[config.mk]
export PLATFORM = sky130hd
export DESIGN_NAME = crc_cw_encoder
export DESIGN_NICKNAME = d
export VERILOG_FILES = /design/src/rtl/crc_cw_encoder.sv
export SDC_FILE = /design/constraint.sdc
export NUM_CORES = 1
export LEC_CHECK = 0
export ABC_AREA = 0
export CAP_MARGIN = 10
export CELL_PAD_IN_SITES_DETAIL_PLACEMENT = 0
export CELL_PAD_IN_SITES_GLOBAL_PLACEMENT = 2
export CORE_UTILIZATION = 46
export CTS_CLUSTER_SIZE = 12
export DETAILED_ROUTE_END_ITERATION = 6
export PLACE_DENSITY_LB_ADDON = 0.1
export SLEW_MARGIN = 10
export SYNTH_ARGS = -nofsm -noshare
export SYNTH_HDL_FRONTEND = slang
export SYNTH_SLANG_ARGS = --single-unit
[constraint.sdc]
create_clock -name clk -period 5.2 [get_ports clk]
set_input_delay 1.04 -clock clk [delete_from_list [all_inputs] [get_ports clk]]
set_output_delay 1.04 -clock clk [all_outputs]
set_load 0.01 [all_outputs]
[src/rtl/crc_cw_encoder.sv]
// CRC codeword encoder: folds BITS_PER_CYC data bits per clock into a CRC and
// queues {data, crc} codewords with an end-of-message tag in an output FIFO.
module crc_cw_encoder #(
  parameter int                DATA_W       = 16,
  parameter int                CRC_W        = 16,
  parameter logic [CRC_W-1:0]  POLY         = 16'h1021,
  parameter logic [CRC_W-1:0]  INIT         = '0,
  parameter int                BITS_PER_CYC = 1,
  parameter int                FIFO_DEPTH   = 4,
  localparam int               CNT_W        = $clog2(FIFO_DEPTH + 1)
) (
  input  logic                       clk,
  input  logic                       rst,
  input  logic                       dataValid,
  input  logic [DATA_W-1:0]          dataIn,
  input  logic                       endMsgIn,
  output logic                       Txbusy,
  input  logic                       CWReady,
  output logic                       CWValid,
  output logic [DATA_W+CRC_W-1:0]    CW,
  output logic                       endMsgOut,
  output logic [CNT_W-1:0]           fifoCount
);

  localparam int N      = DATA_W / BITS_PER_CYC;
  localparam int BCNT_W = $clog2(N + 1);
  localparam int PTR_W  = (FIFO_DEPTH > 1) ? $clog2(FIFO_DEPTH) : 1;
  localparam int E_W    = DATA_W + CRC_W + 1;

  localparam logic [BCNT_W-1:0] N_C       = BCNT_W'(N);
  localparam logic [CNT_W-1:0]  DEPTH_C   = CNT_W'(FIFO_DEPTH);
  localparam logic [PTR_W-1:0]  PTR_LAST  = PTR_W'(FIFO_DEPTH - 1);

  typedef enum logic [1:0] {S_IDLE, S_SHIFT, S_PUSH} state_t;

  // Non-reflected MSB-first long division step over BITS_PER_CYC input bits.
  function automatic logic [CRC_W-1:0] crc_fold(input logic [CRC_W-1:0] crc,
                                                input logic [BITS_PER_CYC-1:0] bits);
    logic [CRC_W-1:0] c;
    logic             fb;
    c = crc;
    for (int i = BITS_PER_CYC - 1; i >= 0; i--) begin
      fb = c[CRC_W-1] ^ bits[i];
      c  = {c[CRC_W-2:0], 1'b0};
      if (fb) c = c ^ POLY;
    end
    return c;
  endfunction

  state_t                r_state;
  state_t                w_state_nxt;
  logic [BCNT_W-1:0]     r_bcnt;
  logic [DATA_W-1:0]     r_data;
  logic [DATA_W-1:0]     r_sh;
  logic                  r_tag;
  logic [CRC_W-1:0]      r_crc;

  logic [E_W-1:0]        r_mem [FIFO_DEPTH];
  logic [PTR_W-1:0]      r_wptr;
  logic [PTR_W-1:0]      r_rptr;
  logic [CNT_W-1:0]      r_count;

  logic                  w_accept;
  logic                  w_push;
  logic                  w_pop;
  logic [E_W-1:0]        w_head;

  assign w_accept = (r_state == S_IDLE) && dataValid;
  assign w_pop    = (r_count != '0) && CWReady;
  assign w_push   = (r_state == S_PUSH) && ((r_count != DEPTH_C) || w_pop);

  always_ff @(posedge clk or negedge rst) begin
    if (!rst) r_state <= S_IDLE;
    else      r_state <= w_state_nxt;
  end

  always_comb begin
    w_state_nxt = r_state;
    case (r_state)
      S_IDLE:  if (dataValid) w_state_nxt = S_SHIFT;
      S_SHIFT: if (r_bcnt == BCNT_W'(1)) w_state_nxt = S_PUSH;
      S_PUSH:  if (w_push) w_state_nxt = S_IDLE;
      default: w_state_nxt = S_IDLE;
    endcase
  end

  always_ff @(posedge clk or negedge rst) begin
    if (!rst) begin
      r_bcnt <= '0;
    end else if (w_accept) begin
      r_bcnt <= N_C;
    end else if (r_state == S_SHIFT) begin
      r_bcnt <= r_bcnt - 1'b1;
    end
  end

  // Word datapath: captured on accept, shifted out MSB first while in SHIFT.
  always_ff @(posedge clk) begin
    if (w_accept) begin
      r_data <= dataIn;
      r_sh   <= dataIn;
      r_tag  <= endMsgIn;
      r_crc  <= INIT;
    end else if (r_state == S_SHIFT) begin
      r_crc  <= crc_fold(r_crc, r_sh[DATA_W-1 -: BITS_PER_CYC]);
      r_sh   <= r_sh << BITS_PER_CYC;
    end
  end

  always_ff @(posedge clk) begin
    if (w_push) r_mem[r_wptr] <= {r_data, r_crc, r_tag};
  end

  always_ff @(posedge clk or negedge rst) begin
    if (!rst) begin
      r_wptr  <= '0;
      r_rptr  <= '0;
      r_count <= '0;
    end else begin
      if (w_push) r_wptr <= (r_wptr == PTR_LAST) ? '0 : r_wptr + 1'b1;
      if (w_pop)  r_rptr <= (r_rptr == PTR_LAST) ? '0 : r_rptr + 1'b1;
      case ({w_push, w_pop})
        2'b10:   r_count <= r_count + 1'b1;
        2'b01:   r_count <= r_count - 1'b1;
        default: r_count <= r_count;
      endcase
    end
  end

  // Head is gated by registered occupancy so stale storage never reaches CW.
  assign w_head    = r_mem[r_rptr];
  assign Txbusy    = (r_state != S_IDLE);
  assign CWValid   = (r_count != '0);
  assign CW        = CWValid ? w_head[E_W-1:1] : '0;
  assign endMsgOut = CWValid & w_head[0];
  assign fifoCount = r_count;

endmodule
==> results.yml, run 1 <==
run_status:
  status: "complete, no violations"
cts:
  cts_buffer_depth: 2
  h-tree-depth: 4
  cts_tree: "yes"
  path_clk_slew_ns: 0.07
  cts_sinks: 195
  cts_buffers: 17
  cts_root_buf: "clkbuf_16"
  holdBufCountCts: 0
  clock_latency_ns: 0.43
  cts_resized: 0
  post_cts_buffers: 0
worst_setup_path:
  critPathRequiredTime_ns: 4.16
  r2r_start: "fifoCount[1]"
  crit_start: "r_rptr[0]"
  r2r_end: "fifoCount[2]"
  slowest_stage: "dfrtp_2"
  rrSetupSlack_ns: 2.46
  crit_type: "reg -> out"
  endpoint: "CW[1]"
  path_cells: "buf_4, mux4_2, and2_1, clkdlybuf4s50_1"
  worst_setup_path_start_kind: "flop"
  crit_fanout: 19
  critPathCaptureType: "output port"
  crit_arrival_ns: 2.90
  max_stage_delay_ns: 0.74
  rr_worst_depth: 6
cells_and_area:
  fillCellCount: 1280
  design_area_um2: 9010
  syn2layout_area_growth_pct: 18.8
  nets: 547
  diodes: 0
  drive_gt1_share_pct: 14.9
global_routing:
  gr-usage-all-layers_pct: 17.9
  grt_max_degree: 34
  grt_pass1_vias: 3904
  grt.overflow.total: 0
  antenna_found_initial: 0
  grt_pass1_wl_um: 21600
synthesis:
  netlist_instances: 452
  synth_edf_count: 165
  synth_compound_area_share_pct: 2.54
  syn_area_per_cell_um2: 16.8
  syn_area_um2: 7590
  muxShareOfSynthArea_pct: 9.95
  synth-simple-area-share_pct: 9.19
  ys_seq_area_share_pct: 74.2
  ys_warn_count: 0
  synthXorXnorAreaFrac_pct: 0.577
  ys_async_sr_fraction_pct: 7.18
  ys.flop_type: "edfxtp_1"
  syn-num-nets: 481
  synth-seq-cells: 195
  synth_top_family_by_area: "multiplexers"
  synthAdderAreaFrac_pct: 1.42
  synth.distinct_cells: 38
power:
  comb_power_share_pct: 29.6
  p_leak_nw: 3.12
  pwr-share-clk_pct: 26.4
  p_sw_share_pct: 29.4
  ir_drop_mv: 0.267
  switching_power_mw: 1.51
  power_density_nw_per_um2: 569
  p_int_mw: 3.62
  seqPwrFrac_pct: 44.1
timing:
  tightest_slew_ns: 0.830
  setup_violations: 0
  period_share_pct: 75.7
  max_freq_mhz: 254
  setup_tns_ns: 0
  report.final.slew_viol_count: 0
  slew_headroom_pct: 44.5
  rsz0062_at_grt: "no"
  fin_skew_ns: 0.00936
  timing.final.crit_period_ns: 3.94
  hold_violations: 0
floorplan:
  pin_count: 59
  core_area_um2: 16000
  start_util_pct: 47.4
  fp.dieW_um: 130
  die_area_um2: 17000
  die_h_um: 130
  rows: 46
detailed_routing:
  drt-total-wl_um: 13700
  vias: 3874
  drtIter0Drc: 248
  firstDrtPassIters: 4
  final_antenna_net_count: 0
  viasPerCell: 5.19
  drc: 0
  wire_per_inst_um: 18.3
placed_design:
  post_dp_cell_area_um2: 8390
  io_buffers: 58
  dp_hpwl_um: 8340
  gp_congestion: 0.690
hold_path:
  min_path_type: "reg -> reg"
job:
  drv_cap: 0
[power groups by stage]
stage / logic (mW) / clock network (mW) / registers (mW)
final: 1.51 / 1.35 / 2.26
after global routing: 1.68 / 1.44 / 2.31
after CTS: 1.55 / 1.38 / 2.27
after detailed placement: 1.55 / 0 / 2.30
after global placement: 1.53 / 0 / 2.28
after floorplan: 0.997 / 0 / 2.18
[layout make-up]
cell class / instances / area [um^2] / share of cell area, %
clock buffers: 19 / 443 / 4.92
multi-input cells: 226 / 1800 / 19.9
well taps: 216 / 270 / 3.00
flip-flops and latches: 195 / 5630 / 62.5
inverters: 8 / 30.0 / 0.333
repair buffers: 70 / 671 / 7.44
clock inverters: 13 / 173 / 1.92
[metal layers]
layer | GRT usage, % | share of wire, %
met3 | 4.07 | 3.8
met2 | 30.0 | 50
met4 | 6.76 | 1.6
met5 | 0 | 0
met1 | 22.9 | 44
[sequential cells by signal, indices dropped and copies added (netlist names)]
register and cells:
r_mem 132, r_crc 16, r_data 16, r_sh 16
r_bcnt 5, fifoCount 3, r_rptr 2, r_state 2
r_wptr 2, r_tag 1
[cells in the final DEF, fill, tap and decap left out, types with 3 or more instances in the layout]
cell	instances
a21oi_1	16
and2_1	37
buf_4	12
bufinv_16	3
clkbuf_16	17
clkdlybuf4s50_1	58
clkinv_4	3
dfrtp_1	13
dfxtp_1	16
edfxtp_1	165
ha_1	7
inv_1	8
inv_6	5
mux4_2	33
nand2_1	80
nand3_1	8
nor2_1	6
o21ai_0	9
xnor2_1	4
[critical path, delay by kind of cell, from the launching register on]
| kind | cells | cell delay (ns) |
|---|---|---|
| buffers and inverters | 2 | 0.96 |
| DFF | 1 | 0.74 |
| and+or+nand+nor | 1 | 0.17 |
| muxes | 1 | 0.58 |
[through the flow]
step           power, mW  util, %  hold WS, ns  setup slack, ns  cells
2_1_floorplan       3.18        -        0.459             2.29    452
3_3_place_gp        3.81     52.5        0.465             1.63    715
3_5_place_dp        3.85     52.5        0.485             1.62    715
4_1_cts             5.20     56.3        0.501             1.15    747
5_1_grt             5.42     56.3        0.520             1.03    747
6_report            5.12     56.3        0.503             1.26    747
[Yosys cell counts, drive strengths merged (2+ instances only)]
cell,instances,area (um^2)
edfxtp,165,4950
nand2,80,300
and2,37,231
mux4,33,743
a21oi,16,80.1
dfxtp,16,320
dfrtp,14,350
buf,13,97.6
clkbuf,10,37.5
o21ai,9,45.0
inv,8,30.0
nand3,8,40.0
ha,7,87.6
nor2,6,22.5
xnor2,4,35.0
nand2b,2,12.5
nor3,2,10.0
nor4b,2,17.5
o221ai,2,17.5
or3,2,12.5
or4,2,15.0
[worst min-delay path by stage]
stage,from,end,depth (start not counted)
after floorplan,r_tag,r_mem[0][0],0
after global placement,r_data[15],r_mem[3][32],0
after detailed placement,r_data[14],r_mem[1][31],0
after CTS,r_data[14],r_mem[0][31],0
after global routing,r_data[0],r_mem[0][17],0
final,r_data[0],r_mem[0][17],0
[cell families (layout without fill, tap and decap cells)]
family	after synthesis	in the layout
buffers and inverters	31	110
adders and majority gates	8	8
and+or+nand+nor	146	146
xor gates and xnor gates	5	5
muxes	34	34
AOI/OAI and AO/OA	33	33
DFF	195	195
(Power assumes the default switching activity.)
==> inputs of run 2 (changes only) <==
- CORE_UTILIZATION: 46 -> 39
- clock period: 5.2 -> 3.4 ns (I/O delays scaled with it)
==> run 2 against run 1 <==
Sequential power up 50%. Wire length up 4.4%. Critical path type unchanged. Hold slack better by 0.0062 ns. Critical endpoint is now CW[31]. Combinational power up 63%. Flip-flop and latch count unchanged. Cell count up 6.4%. Clock-buffer cell count unchanged. First-iteration DRC count up 1.2%. Largest cell class unchanged. Non-clock buffer count up 4.
==> results.yml, run 2 (synthesis results as in run 1) <==
cells_and_area:
  largest_reg_flops: 132
  drive_gt1_share_pct: 15.7
  final_cell_mix: "165 x edfxtp_1, 80 x nand2_1, 58 x clkdlybuf4s50_1"
  fin_util_pct: 48.4
  nets: 551
  syn2layout_area_growth_pct: 20.5
  layout_commonest_cell: "edfxtp_1"
  diodes: 0
  fillCellCount: 1629
  multi_input_area_um2: 1800
  regMostFlops: "r_mem"
  seqCellArea_um2: 5630
run_status:
  status: "complete, no violations"
global_routing:
  grt.overflow.total: 0
  gr-usage-all-layers_pct: 15.4
  antenna_found_initial: 1
  grt_pass1_vias: 4049
  grt_pass1_wl_um: 22700
  grt_max_degree: 37
placed_design:
  io_buffers: 58
  dp_hpwl_um: 8510
  gp_congestion: 0.756
timing:
  setup_violations: 0
  report.final.slew_viol_count: 0
  period_share_pct: 88.7
  fin_skew_ns: 0.00827
  hold_violations: 0
  timing.final.crit_period_ns: 3.02
  hold_ws_ns: 0.510
  tightest_slew_ns: 0.893
  slew_headroom_pct: 40.5
  max_freq_mhz: 332
  rsz0062_at_grt: "no"
  setup_tns_ns: 0
detailed_routing:
  drc: 0
  firstDrtPassIters: 4
  viasPerCell: 4.93
  drtIter0Drc: 251
  wire_per_inst_um: 17.9
  final_antenna_net_count: 0
  drt-total-wl_um: 14300
  vias: 3923
cts:
  h-tree-depth: 4
  post_cts_buffers: 0
  clock_latency_ns: 0.42
  holdBufCountCts: 0
  cts_root_buf: "clkbuf_16"
  cts_buffer_depth: 2
  cts_resized: 0
  path_clk_slew_ns: 0.07
  cts_sinks: 195
  cts_buffers: 17
  cts_tree: "yes"
floorplan:
  die_area_um2: 20000
  core_area_um2: 18900
  fp.dieW_um: 141
  die_h_um: 141
  pin_count: 59
  rows: 50
  start_util_pct: 40.2
worst_setup_path:
  worst_setup_path_start_kind: "flop"
  slowest_stage: "mux4_2"
  critPathRequiredTime_ns: 2.72
  rrSetupSlack_ns: 0.97
  rr_worst_depth: 6
  crit_arrival_ns: 2.34
  crit_type: "reg -> out"
  critPathCaptureType: "output port"
  path_cells: "buf_12, mux4_2, and2_1, clkdlybuf4s50_1"
  crit_fanout: 36
  max_stage_delay_ns: 0.54
hold_path:
  hold_depth: 2
  min_path_type: "reg -> reg"
job:
  drv_cap: 0
power:
  p_leak_nw: 3.16
  ir_drop_mv: 0.455
  power_density_nw_per_um2: 867
## run 2: cell type report
type                    count  area share [%]
clock buffers              19            4.95
clock inverters            13            1.90
inverters                   8           0.328
multi-input cells         226            19.6
flip-flops and latches    195            61.5
well taps                 260            3.56
repair buffers             74            8.07
## run 2: layer usage
metal / track usage (%) / wire (um) / up-vias
met1: 20.8 / 6620 / 2001
li1: - / - / 1831
met4: 4.98 / 148 / 0
met3: 3.64 / 540 / 14
met5: 0 / 0 / -
met2: 24.9 / 6950 / 77
## run 2: report_power, final
part / total (mW) / switching [mW] / internal (mW)
registers: 3.39 / 0.297 / 3.09
logic: 2.46 / 1.17 / 1.28
clock network: 2.08 / 0.871 / 1.21
## run 2: final timing paths
| path | start | to |
|---|---|---|
| worst max-delay path | r_rptr[0] | CW[31] |
| worst min-delay path | r_crc[5] | r_crc[6] |
| worst max register to register | fifoCount[1] | fifoCount[2] |
| worst min register to register | r_crc[5] | r_crc[6] |
| max in group asynchronous | rst | r_rptr[0] |
| min in group asynchronous | rst | r_bcnt[2] |
## run 2: stage by stage
step / std cells / setup slack, ns / cell area, um^2 / power, mW
2_1_floorplan: 452 / 0.848 / 7590 / 4.86
3_3_place_gp: 763 / 0.709 / 8520 / 5.90
3_5_place_dp: 763 / 0.648 / 8520 / 5.96
4_1_cts: 795 / 0.341 / 9140 / 8.05
5_1_grt: 795 / 0.285 / 9140 / 8.40
6_report: 795 / 0.384 / 9140 / 7.93
## run 2: worst max-delay path, delay by kind of cell, from the launching register on
family | cells | cell delay (ns)
simple gates | 1 | 0.21
flops | 1 | 0.37
mux | 1 | 0.54
buf+inv | 2 | 0.79
